## config.mk

```make
export PLATFORM = sky130hd
export DESIGN_NAME = line_refill_engine
export DESIGN_NICKNAME = d
export VERILOG_FILES = /design/src/rtl/line_refill_engine.sv
export SDC_FILE = /design/constraint.sdc
export NUM_CORES = 1
export LEC_CHECK = 0
export BUFFER_PORTS_ARGS = -buffer_cell sky130_fd_sc_hd__buf_2
export CAP_MARGIN = 30
export CORE_UTILIZATION = 52
export DETAILED_ROUTE_END_ITERATION = 16
export GPL_ROUTABILITY_DRIVEN = 0
export PLACE_DENSITY = 0.79
export SLEW_MARGIN = 20
export SYNTH_ARGS = -nofsm -noshare
export SYNTH_HDL_FRONTEND = slang
export SYNTH_SLANG_ARGS = --single-unit
```

## constraint.sdc

```tcl
create_clock -name clk -period 9.2 [get_ports clk]
set_input_delay 1.84 -clock clk [delete_from_list [all_inputs] [get_ports clk]]
set_output_delay 1.84 -clock clk [all_outputs]
set_load 0.005 [all_outputs]
```

## src/rtl/line_refill_engine.sv

```systemverilog
// Line refill engine: on a cache miss, fetches the WORDS words of the aligned
// block from word-wide memory one at a time. It assembles them into a line and
// strobes line_valid. If memory stops responding, it aborts with line_err.
module line_refill_engine #(
  parameter int ADDR_W  = 15,
  parameter int WORD_W  = 32,
  parameter int WORDS   = 4,
  parameter int TIMEOUT = 16
) (
  input  logic                    clk,
  input  logic                    rst,
  input  logic                    req,
  input  logic [ADDR_W-1:0]       req_addr,
  output logic                    busy,
  output logic                    mem_rd,
  output logic [ADDR_W-1:0]       mem_addr,
  input  logic [WORD_W-1:0]       mem_rdata,
  input  logic                    mem_rvalid,
  output logic [WORDS*WORD_W-1:0] line_data,
  output logic                    line_valid,
  output logic                    line_err,
  output logic [15:0]             refill_count
);

  // Offset field width; the block base always has these bits cleared.
  localparam int KW = (WORDS > 1) ? $clog2(WORDS) : 1;

  typedef enum logic [2:0] {
    S_IDLE, S_ISSUE, S_WAIT, S_DONE, S_ERR
  } state_t;

  state_t                  state_q, state_d;
  logic [ADDR_W-1:0]       base_q, base_d;
  logic [ADDR_W-1:0]       mem_addr_q, mem_addr_d;
  logic [KW-1:0]           k_q, k_d;
  logic [7:0]              tmo_q, tmo_d;
  logic [WORDS*WORD_W-1:0] line_q, line_d;
  logic [15:0]             refill_count_q, refill_count_d;
  logic                    busy_q, busy_d;
  logic                    mem_rd_q, mem_rd_d;
  logic                    line_valid_q, line_valid_d;
  logic                    line_err_q, line_err_d;

  // The offset bits of the miss address carry no information for a line fetch.
  logic unused_offset;
  assign unused_offset = ^req_addr[KW-1:0];

  // Next-state logic. Outputs are decoded from the next state so that they come
  // straight from flops and line up with the state they describe.
  always_comb begin
    state_d        = state_q;
    base_d         = base_q;
    k_d            = k_q;
    tmo_d          = tmo_q;
    line_d         = line_q;
    refill_count_d = refill_count_q;
    mem_addr_d     = mem_addr_q;
    case (state_q)
      S_IDLE: begin
        if (req) begin
          base_d  = {req_addr[ADDR_W-1:KW], {KW{1'b0}}};
          k_d     = '0;
          state_d = S_ISSUE;
        end
      end
      S_ISSUE: begin
        tmo_d   = '0;
        state_d = S_WAIT;
      end
      S_WAIT: begin
        if (mem_rvalid) begin
          line_d[k_q*WORD_W +: WORD_W] = mem_rdata;
          if (k_q == KW'(WORDS-1)) begin
            state_d = S_DONE;
          end else begin
            k_d     = k_q + KW'(1);
            state_d = S_ISSUE;
          end
        end else begin
          tmo_d = tmo_q + 8'd1;
          // tmo_q counts the silent WAIT cycles already spent; this one is the last.
          if (tmo_q == 8'(TIMEOUT-1)) state_d = S_ERR;
        end
      end
      S_DONE: begin
        if (refill_count_q != 16'hFFFF) refill_count_d = refill_count_q + 16'd1;
        state_d = S_IDLE;
      end
      S_ERR: begin
        // Partially written words stay in the line buffer.
        state_d = S_IDLE;
      end
      default: state_d = S_IDLE;
    endcase
    // Base is aligned, so base+k is just the offset field replaced by k.
    if (state_d == S_ISSUE) mem_addr_d = {base_d[ADDR_W-1:KW], k_d};
    busy_d       = (state_d != S_IDLE);
    mem_rd_d     = (state_d == S_ISSUE);
    line_valid_d = (state_d == S_DONE);
    line_err_d   = (state_d == S_ERR);
  end

  // State and registered outputs; reset abandons any refill in flight.
  always_ff @(posedge clk or posedge rst) begin
    if (rst) begin
      state_q        <= S_IDLE;
      base_q         <= '0;
      mem_addr_q     <= '0;
      k_q            <= '0;
      tmo_q          <= '0;
      line_q         <= '0;
      refill_count_q <= '0;
      busy_q         <= 1'b0;
      mem_rd_q       <= 1'b0;
      line_valid_q   <= 1'b0;
      line_err_q     <= 1'b0;
    end else begin
      state_q        <= state_d;
      base_q         <= base_d;
      mem_addr_q     <= mem_addr_d;
      k_q            <= k_d;
      tmo_q          <= tmo_d;
      line_q         <= line_d;
      refill_count_q <= refill_count_d;
      busy_q         <= busy_d;
      mem_rd_q       <= mem_rd_d;
      line_valid_q   <= line_valid_d;
      line_err_q     <= line_err_d;
    end
  end

  assign busy         = busy_q;
  assign mem_rd       = mem_rd_q;
  assign mem_addr     = mem_addr_q;
  assign line_data    = line_q;
  assign line_valid   = line_valid_q;
  assign line_err     = line_err_q;
  assign refill_count = refill_count_q;

endmodule

```

==> results of run 1 <==
==> critical path: cells and delay by family <==
kind                   cells  cell delay, ns
AND/OR/NAND/NOR            2            0.90
buffers and inverters      3            0.69
AO/OA/AOI/OAI              1            0.20
==> final cells by class <==
cell class | instances | area share
Clock inverter | 14 | 0.0213
Inverter | 9 | 0.00425
Multi-Input combinational cell | 532 | 0.292
Timing Repair Buffer | 224 | 0.126
Tap cell | 184 | 0.0237
Sequential cell | 189 | 0.487
Clock buffer | 18 | 0.0452
==> through the flow <==
stage / hold WS, ns / power [mW]
after floorplan: 0.468 / 1.51
after global placement: 0.455 / 1.76
after detailed placement: 0.465 / 1.80
after CTS: 0.479 / 2.60
after global routing: 0.495 / 2.74
final: 0.473 / 2.59
==> metal layers <==
| layer | routed length, µm | vias up | track usage |
|---|---|---|---|
| met2 | 9220 | 173 | 0.405 |
| li1 | - | 2958 | - |
| met3 | 953 | 34 | 0.0536 |
| met5 | 0 | - | 0 |
| met1 | 8510 | 3003 | 0.343 |
| met4 | 454 | 0 | 0.107 |
==> cell usage in the layout, fill, tap and decap left out, types with 2 or more instances in the layout <==
cell and instances:
nor3_1 6, mux2_2 31, buf_2 212, nand2_1 263, nand4_1 5, nand2b_1 2
o21ai_0 132, a211oi_1 2, buf_12 4, nand3_1 10, nor2b_1 3, clkbuf_8 2
bufinv_16 4, clkinv_4 3, dfrtp_1 189, nand2_2 4, inv_1 8, buf_4 6
xor2_1 16, o2bb2ai_1 2, nor2_1 15, ha_1 8, nor4_4 2, inv_6 6
nor3b_2 3, xnor2_1 2, a21oi_1 2, clkbuf_16 17
==> cells by family after synthesis <==
group	share of synthesized area
and+or+nand+nor	0.183
DFF	0.609
AOI/OAI and AO/OA	0.0983
buffers and inverters	0.0295
muxes	0.0464
xor gates and xnor gates	0.0203
adders and majority gates	0.0129
==> worst max path at each step <==
stage / start / end / slack (ns) / depth (start not counted)
floorplan: rst / base_q[10] / 2.22 / 1
global placement: mem_rvalid / line_data[110] / 4.85 / 5
detailed placement: mem_rvalid / line_data[60] / 5.46 / 6
CTS: mem_rvalid / line_data[2] / 5.91 / 6
global route: mem_rvalid / line_data[44] / 5.72 / 6
finish: mem_rvalid / line_data[46] / 5.89 / 6
==> report_power, final <==
group | leakage [nW] | switching [mW] | total (mW) | internal [mW]
Clock | 0.313 | 0.324 | 0.793 | 0.469
Sequential | 2.54 | 0.107 | 1.11 | 0.999
Combinational | 2.04 | 0.391 | 0.686 | 0.296
Total | 4.89 | 0.822 | 2.59 | 1.76
==> flip-flops by register name (all words and copies together) (netlist names) <==
register,flops
base_q,13
busy,1
k_q,2
line_data,128
line_err,1
line_valid,1
mem_addr,15
mem_rd,1
refill_count,16
state_q,3
tmo_q,8
==> synthesized netlist by cell type, types with 2 or more instances <==
library cell | number | area, µm²
xnor2_1 | 2 | 17.5
a211oi_1 | 2 | 15.0
nor2_1 | 15 | 56.3
buf_4 | 2 | 15.0
nand4_1 | 5 | 31.3
nand2_1 | 267 | 1000
nand3_1 | 10 | 50.1
mux2_2 | 31 | 349
ha_1 | 8 | 100
nand2b_1 | 2 | 12.5
nor4_4 | 2 | 42.5
o2bb2ai_1 | 2 | 17.5
xor2_1 | 16 | 140
dfrtp_1 | 189 | 4730
buf_2 | 6 | 30.0
clkbuf_1 | 34 | 128
nor3_1 | 7 | 35.0
nor2b_1 | 3 | 18.8
o21ai_0 | 132 | 661
nor3b_1 | 4 | 30.0
buf_6 | 2 | 22.5
a21oi_1 | 2 | 10.0
inv_1 | 9 | 33.8
==> results.ini, run 1 <==
[cells_and_area]
seqCellArea_um2 = 4730
synthToLayoutAreaGrowth_pct = 25.1
layout.cells.non_filler = 1170
multiInputGateArea_um2 = 2830
layout.nets = 1032
diodes = 0
drive_above_1_share = 0.308
fin_area_um2 = 9710
fin_util = 0.668
fill_cells = 1184

[routing]
drc_errors = 0
dr_total_vias = 6168
ant_nets = 0
wire_per_inst_um = 16.4
dr.pass1.iters = 7
vias_per_cell = 5.27
drtIter0Drc = 434
wirelength_um = 19100

[setup_path]
max_stage_delay_ns = 0.62
crit_path_top_delay_cell = nor4bb_1
r2r-start = k_q[0]
worst-endpoint-required_ns = 9.54
crit_top_cell = buf_2
cp_cell_sequence = buf_2, nor4bb_1, buf_2, nand2_2, buf_12, o21ai_0
critPathKind = input pin to flop
crit_fanout = 40
r2r_slack_ns = 6.71
critPathLaunchType = input pin
reg2reg_to = line_data[2]
end_kind = flop
reg2regPathDepth = 6
critPathArrivalTime_ns = 3.65

[synthesis]
synth_seq_cells = 189
synth-seq-area-share = 0.609
synthFlopType = dfrtp_1
synth_cells = 774
syn-num-nets = 833
avgSynthCellArea_um2 = 10.0
yosys_warnings = 0
async_flop_share = 1.00
synth_cell_types = 45
synth-edff-count = 0
syn_area_um2 = 7760

[timing]
final_max_slew_viol_count = 0
setup_viol_count_final = 0
final_hold_viol_count = 0
fin_ws_ns = 5.89
worst_pin_slew_ns = 0.894
grt_setup_unrepaired = no
fin_crit_sh = 0.360
tns_ns = 0
min_period_ns = 3.31
skew_ns = 0.00568
max_freq_mhz = 302
max-slew-margin-rel = 0.400

[global_routing]
grt_max_degree = 113
grt_pass1_vias = 5775
antenna_found_initial = 0
grt_pass1_wl_um = 29800
grt_usage = 0.256
overflow = 0

[clocking]
numCtsBuffers = 17
cts_tree = built
clk_pin_slew_ns = 0.07
cts.path.max_buffers = 2
h-tree-depth = 4
ctsHoldBuffers = 0
root_buffer = clkbuf_16
cts_setup_buffers = 0
cts_resized = 0
clkLatencyLatePin_ns = 0.43
clock-sinks = 189

[pwr]
p_leak_nw = 4.89
vdd_drop_max_mv = 0.140
power_density_nw_per_um2 = 266

[placed_design]
place_inst = 1136
post_dp_cell_area_um2 = 9020
place_ws_ns = 5.46
hpwl_um = 12900
port_buffers = 211

[die]
io_pins = 214
coreArea_um2 = 14500
die_h_um = 124
start_util = 0.534
die_area_um2 = 15400
row_count = 44
die_w_um = 124

[worst_hold_path]
holdPathStages = 2
min-delay-start = line_data[62]
min_to = line_data[62]
hold_path_class = flop to flop

[status]
status = finished, final reports clean

[run]
max_cap_viol_count = 0

No activity file was read; power rests on OpenSTA's default activity.
==> inputs of run 2 (changes only) <==
Clock period 9.2 ns to 3.3 ns, I/O delays scaled along.
==> run 2 against run 1 <==
Net effect: worst hold slack worse by 0.068 ns; sequential power rose to 2.8 times the previous value; register-to-register slack worse by 5.6 ns; via count down 0.28%; first-iteration DRC count up 25%; largest power group unchanged.
==> results.ini, run 2 (synthesized netlist as in run 1, its figures left out) <==
[clocking]
cts_resized = 0
cts.path.max_buffers = 2
clock-sinks = 189
ctsHoldBuffers = 0
h-tree-depth = 4
root_buffer = clkbuf_16
cts_setup_buffers = 0
clkLatencyLatePin_ns = 0.42
cts_tree = built
clk_pin_slew_ns = 0.07
numCtsBuffers = 17

[global_routing]
overflow = 0
grt_pass1_vias = 5635
grt_usage = 0.253
grt_pass1_wl_um = 29500
antenna_found_initial = 0
grt_max_degree = 127

[timing]
grt_setup_unrepaired = no
final_hold_viol_count = 0
max_freq_mhz = 460
tns_ns = 0
skew_ns = 0.0112
fin_crit_sh = 0.659
min_period_ns = 2.17
max-slew-margin-rel = 0.412
setup_viol_count_final = 0
final_max_slew_viol_count = 0
worst_pin_slew_ns = 0.877

[cells_and_area]
layout.nets = 1034
synthToLayoutAreaGrowth_pct = 23.8
largest_reg_flops = 128
mostFrequentLayoutCells = nand2_1 (263), buf_2 (211), dfrtp_1 (189)
drive_above_1_share = 0.308
diodes = 0
final_common_cell = nand2_1

[die]
die_area_um2 = 15400
die_h_um = 124
row_count = 44
die_w_um = 124
io_pins = 214
start_util = 0.534
coreArea_um2 = 14500

[routing]
vias_per_cell = 5.25
wire_per_inst_um = 16.2
drtIter0Drc = 541
wirelength_um = 19000
dr_total_vias = 6151
drc_errors = 0
dr.pass1.iters = 5
ant_nets = 0

[setup_path]
r2r_slack_ns = 1.13
critPathLaunchType = flop
critPathArrivalTime_ns = 2.50
critPathKind = flop to flop
end_kind = flop
crit_fanout = 36
worst-endpoint-required_ns = 3.63

[pwr]
fin_total_pwr_mw = 7.01
vdd_drop_max_mv = 0.352
power_density_nw_per_um2 = 730
p_leak_nw = 4.83

[run]
max_cap_viol_count = 0

[placed_design]
hpwl_um = 13000
port_buffers = 211

[worst_hold_path]
hold_path_class = input pin to asynchronous set/reset pin

[status]
status = finished, final reports clean

## run 2: cell types whose count changed in the layout (fill, tap and decap cells not counted), moves of 2 or more
cell / change
bufinv_16: -2
clkbuf_1: +2
inv_6: -4
buf_4: +7
clkinvlp_4: +4
buf_12: -2
## run 2: worst paths after layout
check	start	endpoint	cells past startpoint
max in group asynchronous	rst	line_data[27]	3
min	rst	line_data[127]	3
min in group clk	line_data[123]	line_data[123]	2
max	state_q[0]	line_data[110]	5
max reg2reg	state_q[0]	line_data[110]	5
min reg2reg	line_data[123]	line_data[123]	2
## run 2: area by class of cell
| type | count | area (µm²) |
|---|---|---|
| clock buffers | 20 | 447 |
| clock inverters | 12 | 139 |
| fillers | 1189 | 4920 |
| inverters | 9 | 37.5 |
| multi-input cells | 532 | 2830 |
| flip-flops and latches | 189 | 4730 |
| well taps | 184 | 230 |
| repair buffers | 226 | 1190 |
## run 2: metal layers
metal,vias up,part of all wire,global-route usage
li1,2967,-,-
met2,189,0.49,0.409
met4,0,0.017,0.0841
met5,-,0,0
met3,27,0.057,0.0545
met1,2968,0.44,0.340
## run 2: report_power, final
part	leakage, nW	switching, mW	total, mW	internal, mW
clock	0.273	0.880	2.02	1.14
sequential	2.54	0.290	3.08	2.79
combinational	2.02	1.09	1.91	0.822
## run 2: stage by stage
step / instance area (µm²) / worst slack [ns] / hold slack (ns) / cells / util
finish: 9610 / 1.13 / 0.405 / 1172 / 0.661
detailed placement: 9020 / 0.850 / 0.465 / 1140 / 0.621
global route: 9610 / 0.915 / 0.485 / 1172 / 0.661
CTS: 9610 / 1.10 / 0.465 / 1172 / 0.661
global placement: 9020 / 0.974 / 0.457 / 1140 / 0.621
floorplan: 7760 / 0.206 / 0.468 / 774 / -
## run 2: worst max-delay path: stages, from the launching register on
cell and delay, ns:
dfrtp_1 0.54, nor4bb_1 0.38, buf_4 0.21, nand2_2 0.39
buf_4 0.36, o21ai_0 0.20
==> inputs of run 3 (changes only) <==
Settings changed: ABC_AREA set to 1, CORE_UTILIZATION 52 to 53, PLACE_DENSITY 0.79 to 0.8.
Clock period 3.3 ns to 2.25 ns, I/O delays scaled along.
==> run 3 against run 2 <==
Net effect: critical endpoint is now line_data[74]; critical path depth is 2 higher; global-route usage is 3.7 points higher; clock power increased by 60%; die area grew 5.7%; cell count rose by 18%.
==> results.ini, run 3 <==
[cells_and_area]
synthToLayoutAreaGrowth_pct = 23.9
layout.cells.non_filler = 1379
final_common_cell = nand2_1
fill_cells = 1247
fin_util = 0.677
largest_reg_flops = 128
drive_above_1_share = 0.253
diodes = 0
mostFrequentLayoutCells = nand2_1 (294), buf_2 (211), dfrtp_1 (189)
layout.nets = 1215

[timing]
final_max_slew_viol_count = 0
grt_setup_unrepaired = no
max_freq_mhz = 481
max-slew-margin-rel = 0.562
whs_ns = 0.166
min_period_ns = 2.08
setup_viol_count_final = 0
fin_crit_sh = 0.925
final_hold_viol_count = 0
skew_ns = 0.00851
worst_pin_slew_ns = 0.655

[synthesis]
synth_cells = 955
synth-edff-count = 0
synth_commonest_cells = nand2_1 (294), dfrtp_1 (189), o21ai_0 (90)
synth-seq-area-share = 0.565
syn-num-nets = 1014
synthFlopType = dfrtp_1
synth_seq_cells = 189
syn_area_um2 = 8370
async_flop_share = 1.00
yosys_warnings = 0
synth_cell_types = 30
yosys.area.top_type = dfrtp_1
synth_area_leaders = dfrtp_1 (57%), nand2_1 (13%), nand4_1 (5.6%)
yosysMostFrequentCell = nand2_1
post-synth-top-area-fraction = 0.565
avgSynthCellArea_um2 = 8.76

[setup_path]
crit_fanout = 20
worst-endpoint-required_ns = 2.62
cp_cell_sequence = inv_1, ha_2, inv_1, nor3_1, buf_4, nand3_1, nand2_1
critPathKind = flop to flop
cp_num_cells = 7
critPathTopFamily = adder cells
end_kind = flop
reg2regPathDepth = 7
critPathArrivalTime_ns = 2.45
crit_top_cell = inv_1
crit_path_top_delay_cell = ha_2
critPathLaunchType = flop
max_stage_delay_ns = 0.62
critPathBufInv = 3

[global_routing]
grt_pass1_wl_um = 37100
overflow = 0
grt_usage = 0.290
grt_max_degree = 109
grt_pass1_vias = 7214
antenna_found_initial = 0

[clocking]
clkLatencyLatePin_ns = 0.43
clk_pin_slew_ns = 0.07
clock-sinks = 189
ctsHoldBuffers = 0
cts_setup_buffers = 0
h-tree-depth = 4
cts_resized = 0
cts.path.max_buffers = 2
cts_tree = built
numCtsBuffers = 17
root_buffer = clkbuf_16

[routing]
drc_errors = 0
wirelength_um = 23200
drtIter0Drc = 672
wire_per_inst_um = 16.8
vias_per_cell = 5.58
dr.pass1.iters = 5
dr_total_vias = 7700
ant_nets = 0

[placed_design]
place_inst = 1348
port_buffers = 211
hpwl_um = 15300

[status]
status = finished, final reports clean

[die]
row_count = 45
die_h_um = 128
start_util = 0.546
io_pins = 214
coreArea_um2 = 15300
die_area_um2 = 16300
die_w_um = 128

[pwr]
vdd_drop_max_mv = 0.698
power_density_nw_per_um2 = 1210
p_leak_nw = 5.85

[run]
max_cap_viol_count = 0

[worst_hold_path]
hold_path_class = input pin to asynchronous set/reset pin

## run 3: changes by cell type in the layout (fill, tap and decap cells not counted), moves of 5 or more
cell and change:
o21ai_0 -42, nand2_1 +31, clkbuf_8 +5, nand3_1 +77
nor2_2 +7, nand4_1 +70, xnor2_1 +5, mux2_2 -31
o21ai_1 +34, nor2_1 +14, inv_1 +36, buf_4 +16
xor2_1 -12
## run 3: layout make-up
cell class / count / area, µm² / area share
flip-flops and latches: 189 / 4730 / 0.456
multi-input cells: 658 / 3210 / 0.309
repair buffers: 244 / 1350 / 0.131
clock buffers: 24 / 512 / 0.0493
well taps: 211 / 264 / 0.0255
inverters: 46 / 176 / 0.0170
clock inverters: 7 / 126 / 0.0122
## run 3: cells by family (layout without fill, tap and decap cells)
family,Yosys count,in the layout,synth area share
AOI/OAI and AO/OA,131,131,0.0796
DFF,189,189,0.565
buffers and inverters,108,321,0.0553
and+or+nand+nor,508,508,0.276
adders and majority gates,8,8,0.0120
xor gates and xnor gates,11,11,0.0115
## run 3: final timing paths
kind / from / to / slack [ns]
setup reg to reg: k_q[1] / line_data[74] / 0.17
max in group asynchronous: rst / line_data[72] / 1.55
min in group clk: req_addr[10] / base_q[10] / 0.29
setup / recovery: k_q[1] / line_data[74] / 0.17
hold reg to reg: line_data[127] / line_data[127] / 0.48
hold / removal: rst / mem_addr[10] / 0.17
## run 3: worst reg2reg max path, cell delays in order (launching register included)
cell     delay [ns]
dfrtp_1        0.41
inv_1          0.13
ha_2           0.62
inv_1          0.27
nor3_1         0.23
buf_4          0.20
nand3_1        0.10
nand2_1        0.08
## run 3: through the flow
stage          TNS, ns  worst slack (ns)  power [mW]  instance area, µm²
2_1_floorplan  -119.92            -0.634        7.30                8370
3_3_place_gp         0             0.174        9.14                9730
3_5_place_dp         0             0.222        9.27                9730
4_1_cts              0             0.191        12.5               10400
5_1_grt              0            0.0335        13.2               10400
6_report             0             0.170        12.5               10400
## run 3: routing by layer
| metal | routed length, µm | up-vias | track usage |
|---|---|---|---|
| met3 | 1810 | 41 | 0.0616 |
| met5 | 0 | - | 0 |
| met1 | 10100 | 3679 | 0.405 |
| li1 | - | 3594 | - |
| met4 | 521 | 0 | 0.105 |
| met2 | 10700 | 386 | 0.451 |
## run 3: power breakdown
part / internal [mW] / switching (mW)
Sequential: 4.30 / 0.500
Clock: 1.94 / 1.29
Combinational: 1.49 / 3.03
